$ cat src/rtl/i2s_tx.sv
// i2s_tx: 24-bit stereo I2S transmitter in 32-bit slots with standard one-bclk data delay.
// bclk is divided from clk. The serial frame runs continuously, whatever the input rate.
// Optional feature: define I2S_TX_UNDERRUN_MUTE_EN to send silence for a channel that was
// not written since the previous frame and to pulse underrun when that happens. In the
// default build the stale sample is sent again and underrun stays 0.
module i2s_tx #(
    parameter int BCLK_DIV = 4
) (
    input  logic        clk,
    input  logic        reset,
    input  logic [23:0] in_data,
    input  logic        in_valid,
    input  logic        in_ch,
    output logic        bclk,
    output logic        lrclk,
    output logic        sdata,
    output logic        frame_start,
    output logic        underrun
);

    localparam logic [7:0] DIV_TC = 8'(BCLK_DIV - 1);

    logic [7:0]  div_cnt;
    logic [5:0]  bit_cnt;
    logic [5:0]  bit_nxt;
    logic [23:0] hold_l, hold_r;
    logic [23:0] sh_l, sh_r;
    logic [23:0] load_l, load_r;
    logic        fresh_l, fresh_r;
    logic        div_tc, fall_evt, latch, stale;

    assign div_tc   = (div_cnt == DIV_TC);
    assign fall_evt = div_tc && bclk;
    assign bit_nxt  = bit_cnt + 6'd1;
    assign latch    = fall_evt && (bit_cnt == 6'd63);

`ifdef I2S_TX_UNDERRUN_MUTE_EN
    assign load_l = fresh_l ? hold_l : 24'd0;
    assign load_r = fresh_r ? hold_r : 24'd0;
    assign stale  = latch && !(fresh_l && fresh_r);
`else
    assign load_l = hold_l;
    assign load_r = hold_r;
    assign stale  = 1'b0;
`endif

    // Bit-clock divider: toggle bclk every BCLK_DIV clk cycles.
    always_ff @(posedge clk) begin
        if (reset) begin
            div_cnt <= 8'd0;
            bclk    <= 1'b0;
        end else if (div_tc) begin
            div_cnt <= 8'd0;
            bclk    <= ~bclk;
        end else begin
            div_cnt <= div_cnt + 8'd1;
        end
    end

    // Frame sequencer and serializer: all serial outputs move on bclk falling edges only.
    always_ff @(posedge clk) begin
        if (reset) begin
            bit_cnt     <= 6'd63;
            lrclk       <= 1'b1;
            sdata       <= 1'b0;
            frame_start <= 1'b0;
            underrun    <= 1'b0;
            sh_l        <= 24'd0;
            sh_r        <= 24'd0;
        end else begin
            frame_start <= 1'b0;
            underrun    <= 1'b0;
            if (fall_evt) begin
                bit_cnt     <= bit_nxt;
                lrclk       <= bit_nxt[5];
                frame_start <= latch;
                underrun    <= stale;
                if (latch) begin
                    sh_l  <= load_l;
                    sh_r  <= load_r;
                    sdata <= 1'b0;
                end else if (bit_nxt >= 6'd1 && bit_nxt <= 6'd24) begin
                    sdata <= sh_l[23];
                    sh_l  <= {sh_l[22:0], 1'b0};
                end else if (bit_nxt >= 6'd33 && bit_nxt <= 6'd56) begin
                    sdata <= sh_r[23];
                    sh_r  <= {sh_r[22:0], 1'b0};
                end else begin
                    sdata <= 1'b0;
                end
            end
        end
    end

    // Holding registers: a write in the latch cycle lands after the latch and stays fresh.
    always_ff @(posedge clk) begin
        if (reset) begin
            hold_l  <= 24'd0;
            hold_r  <= 24'd0;
            fresh_l <= 1'b0;
            fresh_r <= 1'b0;
        end else begin
            if (latch) begin
                fresh_l <= 1'b0;
                fresh_r <= 1'b0;
            end
            if (in_valid) begin
                if (in_ch) begin
                    hold_r  <= in_data;
                    fresh_r <= 1'b1;
                end else begin
                    hold_l  <= in_data;
                    fresh_l <= 1'b1;
                end
            end
        end
    end

endmodule

$ cat config.mk
export PLATFORM = sky130hd
export DESIGN_NAME = i2s_tx
export DESIGN_NICKNAME = d
export VERILOG_FILES = /design/src/rtl/i2s_tx.sv
export SDC_FILE = /design/constraint.sdc
export NUM_CORES = 1
export LEC_CHECK = 0
export ABC_AREA = 1
export CAP_MARGIN = 20
export CORE_MARGIN = 2
export CORE_UTILIZATION = 41
export CTS_BUF_LIST = sky130_fd_sc_hd__clkbuf_16
export CTS_CLUSTER_DIAMETER = 120
export DETAILED_ROUTE_END_ITERATION = 7
export GPL_TIMING_DRIVEN = 0
export MAX_ROUTING_LAYER = met4
export PLACE_DENSITY = 0.66
export SYNTH_ARGS = -nofsm -noshare
export SYNTH_HDL_FRONTEND = slang
export SYNTH_SLANG_ARGS = --single-unit
$ cat constraint.sdc
create_clock -name clk -period 2.25 [get_ports clk]
set_input_delay 0.45 -clock clk [delete_from_list [all_inputs] [get_ports clk]]
set_output_delay 0.45 -clock clk [all_outputs]
set_load 0.02 [all_outputs]
==> results of run 1 <==
[per-stage QoR]
stage / hold slack [ps] / worst slack [ps] / utilization, %
6_report: 447 / 209 / 51.1
5_1_grt: 461 / -6.85 / 51.1
4_1_cts: 447 / 33.0 / 50.7
3_5_place_dp: 441 / 61.4 / 45.9
3_3_place_gp: 434 / 73.4 / 45.9
2_1_floorplan: 418 / 523 / -
[area by class of cell]
class	instances	area (sq um)	share of cell area (%)
plain buffers	44	223	3.63
clock buffers	17	425	6.93
clock inverters	15	150	2.45
inverters	72	272	4.42
multi-input cells	523	2290	37.2
flip-flops and latches	113	2260	36.9
well taps	147	184	3.00
repair buffers	33	335	5.46
[cell usage after synthesis (all sizes together)]
| cell type | instances | area, sq um |
|---|---|---|
| o211ai | 2 | 15.0 |
| dfxtp | 113 | 2260 |
| clkinv | 1 | 5.00 |
| nand4 | 6 | 37.5 |
| nand3 | 60 | 300 |
| conb | 1 | 3.75 |
| nand2 | 133 | 514 |
| xor2 | 1 | 8.76 |
| o21ai | 100 | 500 |
| or2 | 3 | 18.8 |
| inv | 71 | 267 |
| nor2 | 200 | 767 |
| ha | 4 | 50.1 |
| buf | 23 | 136 |
| clkbuf | 21 | 78.8 |
| nor3 | 3 | 20.0 |
| a21oi | 10 | 50.1 |
[power by group through the flow]
stage / Combinational [mW] / Sequential, mW / Clock (mW)
5_1_grt: 0.316 / 2.12 / 2.75
6_report: 0.278 / 2.11 / 2.61
3_5_place_dp: 0.277 / 2.15 / 0
2_1_floorplan: 0.170 / 2.15 / 0
3_3_place_gp: 0.274 / 2.15 / 0
4_1_cts: 0.278 / 2.11 / 2.65
[cell families (layout without fill, tap and decap cells)]
kind of cell / after synthesis / after routing
xor gates and xnor gates: 1 / 1
adders and majority gates: 4 / 4
AOI/OAI and AO/OA: 112 / 112
and+or+nand+nor: 405 / 405
other: 1 / 1
buffers and inverters: 116 / 181
DFF: 113 / 113
[repair_timing]
item                       in CTS  in global routing
gates resized for setup         0                  9
setup endpoints to repair       0                 31
buffers inserted                0                  3
[sequential cells by signal, indices dropped and copies added, names as in the netlist]
name / cells
bit_cnt: 5
hold_l: 24
frame_start: 1
div_cnt: 8
lrclk: 1
sh_l: 24
sdata: 1
sh_r: 24
bclk: 1
hold_r: 24
[path summary, 6_finish.rpt]
kind               from        end  slack, ps  cells after the start
max          bit_cnt[1]   sh_r[12]        210                     10
min           hold_r[2]  hold_r[2]        450                      2
max reg2reg  bit_cnt[1]   sh_r[12]        210                     10
min reg2reg   hold_r[2]  hold_r[2]        450                      2
[worst max-delay path, cell delays in order (launching register included)]
cell     delay [ps]
dfxtp_1         410
ha_1            250
nand2_1         110
or2_0           210
nor2_1          100
nand2_1         130
nand4_1         280
buf_4           240
nand3_1          80
nand2_1          80
nor2_1           40
[routing by layer]
metal,global-route usage (%),up-vias
li1,-,2463
met5,-,-
met1,23.7,1971
met2,30.1,71
met3,4.90,17
met4,8.19,0
==> reports/qor.csv, run 1 <==
stage,metric,value,unit
sta,TNS Setup,0,ps
power_and_ir_drop,Flop pwr share,42.2,%
clocking,Num CTS Buffers,17,
global_route,first-pass GRT wire length,19400,um
power_and_ir_drop,Power Total,5.00,mW
placement,Buffers on Ports,30,
logic_synthesis,syn nets,784,
global_route,initial antenna violation count,0,
power_and_ir_drop,combinational share of power,5.6,%
global_route,largest net degree at the start of global routing,17,
sta,final setup vio count,0,
power_and_ir_drop,Worst VDD drop,0.000456,V
setup_path,CP arrival,2340,ps
placement,hpwl dp,8390,um
cells_and_area,Non-Filler Instances,964,
drt,Met2 Wirelength,5490,um
global_route,total track usage,19.2,%
sta,RSZ-0062 raised after global routing,true,
sta,Slew Limit Headroom,60.5,%
power_and_ir_drop,Clk network pwr share,52.2,%
floorplan,Core ar.,12000,sq um
setup_path,critical path peak fanout,10,
setup_path,Crit. End Element,register,
drt,DRC Markers,0,
logic_synthesis,Gate Count Post-Synth,752,
floorplan,Die Area,13200,sq um
setup_path,startpoint types,register,
logic_synthesis,sequential area share after synthesis,44.9,%
cells_and_area,share of cells above drive strength 1,7.34,%
logic_synthesis,Post-Synthesis Mean Instance Area,6.70,sq um
cells_and_area,Area Growth Syn to Fin,21.9,%
floorplan,die width,115,um
clocking,Clock Tree Buf Depth,2,
logic_synthesis,largest family of logic cells by synthesized area,simple AND/OR/NAND/NOR gates,
power_and_ir_drop,switch share,22.1,%
status,status,"finished, final reports clean",
power_and_ir_drop,P per Cell Area,815,nW/um^2
sta,Worst-Margin Slew,593,ps
clocking,CTS tree,done,
floorplan,effective utilization at floorplan,41.9,%
clocking,clock sink count,113,
logic_synthesis,yosys warns,0,
clocking,# H-tree levels,4,
logic_synthesis,Synth Register Bits,113,
cells_and_area,most frequent cells in the layout,"nor2_1, nand2_1, dfxtp_1",
drt,via count,4522,
logic_synthesis,adder-cell area share of the yosys netlist,0.994,%
drt,final WL,11700,um
placement,cell area after placement,5520,sq um
logic_synthesis,synthesized area,5030,sq um
logic_synthesis,post-synthesis mux area share,0,%
floorplan,Rows,40,
floorplan,Die H,115,um
clocking,Clock transition at path regs,50,ps
global_route,vias in the first global route,4110,
logic_synthesis,unique cell type count in the Yosys netlist,27,
power_and_ir_drop,Int Power,3.90,mW
min_path,Hold WC Path Type,register to register,
sta,Tmin final,2040,ps
logic_synthesis,Post-Synth XOR/XNOR Area,0.174,%
placement,DP Cell Count,929,
sta,Peak Freq,490,MHz
drt,Initial DRT Pass Iterations,5,
drt,remaining antenna violation count,0,
cells_and_area,"commonest non-fill, non-tap cell in the layout",nor2_1,
clocking,CTS Hold Buffers Added,0,
drt,top metal layer carrying routed signals,met4,
cells_and_area,diode count,0,
sta,clk_skew,6.26,ps
logic_synthesis,Synth Area in Compound Gates,11.2,%
floorplan,I/O pin cnt,33,
setup_path,CP Data Required Time,2550,ps
sta,"Slew Viols, Final",0,
cells_and_area,post-route cell area,6140,sq um
sta,final hold viol count,0,
drt,Routed WL per cell,12.2,um
drt,Metal-1 WL,5710,um
clocking,clk_lat worst skew,410,ps
run,Max-Cap Viols,0,
power_and_ir_drop,leak pwr,3.02,nW
cells_and_area,# fillers,1208,
drt,met3 WL,397,um
global_route,aggregate global routing overflow,0,
sta,fin crit share,90.7,%
power_and_ir_drop,Psw,1.11,mW
setup_path,Setup CP Type,register to register,
drt,Iter 0 DRT Violations,280,
clocking,root buf cell,clkbuf_16,
drt,post-DR vias/cell,4.69,
logic_synthesis,Synth Area in Simple Gates,32.9,%
cells_and_area,NumNets Final,836,
placement,GP Congestion,0.830,
Power figures use the tool's default switching activity.
==> run 2, diff against run 1 <==
--- a/config.mk
+++ b/config.mk
@@ -7,6 +7,8 @@
 export LEC_CHECK = 0
 export ABC_AREA = 1
 export CAP_MARGIN = 20
+export CELL_PAD_IN_SITES_DETAIL_PLACEMENT = 1
+export CELL_PAD_IN_SITES_GLOBAL_PLACEMENT = 1
 export CORE_MARGIN = 2
 export CORE_UTILIZATION = 41
 export CTS_BUF_LIST = sky130_fd_sc_hd__clkbuf_16
@@ -14,7 +16,7 @@
 export DETAILED_ROUTE_END_ITERATION = 7
 export GPL_TIMING_DRIVEN = 0
 export MAX_ROUTING_LAYER = met4
-export PLACE_DENSITY = 0.66
+export PLACE_DENSITY = 0.84
 export SYNTH_ARGS = -nofsm -noshare
 export SYNTH_HDL_FRONTEND = slang
 export SYNTH_SLANG_ARGS = --single-unit
==> run 2 against run 1 <==
Setup slack worse by 100 ps; highest routed layer unchanged; final cell count rose by 0.31%; combinational power grew 6%; utilization grew 0.74 points; largest power group unchanged; wire length increased by 30%; first-iteration DRC count decreased by 14%.
==> reports/qor.csv, run 2 (synthesis gave the netlist of run 1 again) <==
stage,metric,value,unit
setup_path,Setup CP Type,register to register,
sta,Peak Freq,467,MHz
global_route,first-pass GRT wire length,24900,um
global_route,aggregate global routing overflow,0,
setup_path,worst r2r src,bit_cnt[0],
clocking,root buf cell,clkbuf_16,
run,Max-Cap Viols,0,
min_path,Hold Path Depth,1,
cells_and_area,"commonest non-fill, non-tap cell in the layout",nor2_1,
setup_path,critical path peak fanout,10,
drt,via count,4922,
power_and_ir_drop,leak pwr,3.03,nW
cells_and_area,Area Growth Syn to Fin,23.7,%
sta,final setup vio count,0,
power_and_ir_drop,Worst VDD drop,0.000530,V
cells_and_area,NumNets Final,839,
sta,Final WS setup,108,ps
floorplan,Core ar.,12000,sq um
setup_path,launch point of the worst path,bit_cnt[0],
sta,clk_skew,7.17,ps
floorplan,effective utilization at floorplan,41.9,%
cells_and_area,final core utilization,51.8,%
cells_and_area,diode count,0,
power_and_ir_drop,P per Cell Area,851,nW/um^2
sta,Worst-Margin Slew,599,ps
drt,DRC Markers,0,
drt,Initial DRT Pass Iterations,4,
floorplan,die width,115,um
floorplan,Die Area,13200,sq um
clocking,# H-tree levels,4,
sta,TNS Setup,0,ps
setup_path,CP Data Required Time,2610,ps
power_and_ir_drop,Power Total,5.30,mW
placement,hpwl dp,10500,um
floorplan,Die H,115,um
floorplan,I/O pin cnt,33,
drt,Iter 0 DRT Violations,240,
clocking,clock sink count,113,
sta,"Slew Viols, Final",0,
setup_path,Reg2Reg Depth,11,
clocking,Clock transition at path regs,60,ps
sta,RSZ-0062 raised after global routing,true,
setup_path,CP arrival,2500,ps
cells_and_area,most frequent cells in the layout,"nor2_1, nand2_1, dfxtp_1",
setup_path,startpoint types,register,
drt,remaining antenna violation count,0,
status,status,"finished, final reports clean",
placement,pre-CTS setup slack,-15.9,ps
clocking,CTS tree,done,
sta,Tmin final,2140,ps
global_route,vias in the first global route,5196,
clocking,clk_lat worst skew,430,ps
cells_and_area,share of cells above drive strength 1,8.66,%
placement,GP Congestion,0.797,
global_route,largest net degree at the start of global routing,17,
drt,post-DR vias/cell,5.09,
global_route,total track usage,24.8,%
clocking,CTS Hold Buffers Added,0,
min_path,HP Start,div_cnt[0],
setup_path,Crit. End Element,register,
sta,Slew Limit Headroom,60.1,%
clocking,Clock Tree Buf Depth,2,
min_path,Hold WC Path Type,register to register,
clocking,Num CTS Buffers,17,
sta,fin crit share,95.2,%
drt,final WL,15200,um
floorplan,Rows,40,
drt,Routed WL per cell,15.8,um
placement,Buffers on Ports,30,
sta,final hold viol count,0,
global_route,initial antenna violation count,0,
==> run 2: what timing repair did <==
action / 4_1_cts / 5_1_grt
resized for setup: 1 / 13
endpoints found under the setup margin: 13 / 44
pin swaps: 1 / 3
buffers inserted: 1 / 5
==> run 2: per-layer routing <==
metal | routed length (um) | global-route usage, % | share of wire, % | vias up
met5 | 0 | - | 0 | -
met4 | 282 | 8.43 | 1.9 | 0
met3 | 453 | 4.69 | 3.0 | 26
met2 | 7940 | 44.1 | 52 | 54
met1 | 6560 | 28.0 | 43 | 2373
li1 | - | - | - | 2469
==> run 2: final cells by class <==
cell class | count | area [sq um]
Buffer | 44 | 228
Fill cell | 1550 | 5780
Clock buffer | 17 | 425
Tap cell | 147 | 184
Clock inverter | 15 | 210
Multi-Input combinational cell | 523 | 2300
Inverter | 72 | 273
Timing Repair Buffer | 36 | 345
Sequential cell | 113 | 2260
==> run 2: power breakdown <==
part	switching, mW	leakage, nW	internal [mW]	total [mW]
Sequential	0.0397	0.920	2.07	2.11
Clock	1.03	0.292	1.86	2.89
Combinational	0.181	1.82	0.113	0.294
Total	1.25	3.03	4.05	5.30
==> run 2: worst paths after layout <==
kind / end / slack [ps]
min reg2reg: div_cnt[0] / 460
max reg2reg: sh_l[21] / 110
max: sh_l[21] / 110
min: div_cnt[0] / 460
==> run 2: critical path, cell delays in order, from the launching register on <==
cell and delay (ps):
dfxtp_2 420, ha_1 240, nand2_1 110, nor3_2 340
nand2_8 140, inv_4 130, buf_6 160, buf_6 150
nand2_1 70, o21ai_0 100, nor2_1 90, nor2_1 120
==> run 2: through the flow <==
stage                     hold WS, ps  area (sq um)  std cells
after global placement            431          5520        929
after floorplan                   418          5030        752
after CTS                         459          6160        962
after global routing              484          6230        967
final                             462          6230        967
after detailed placement          445          5520        929
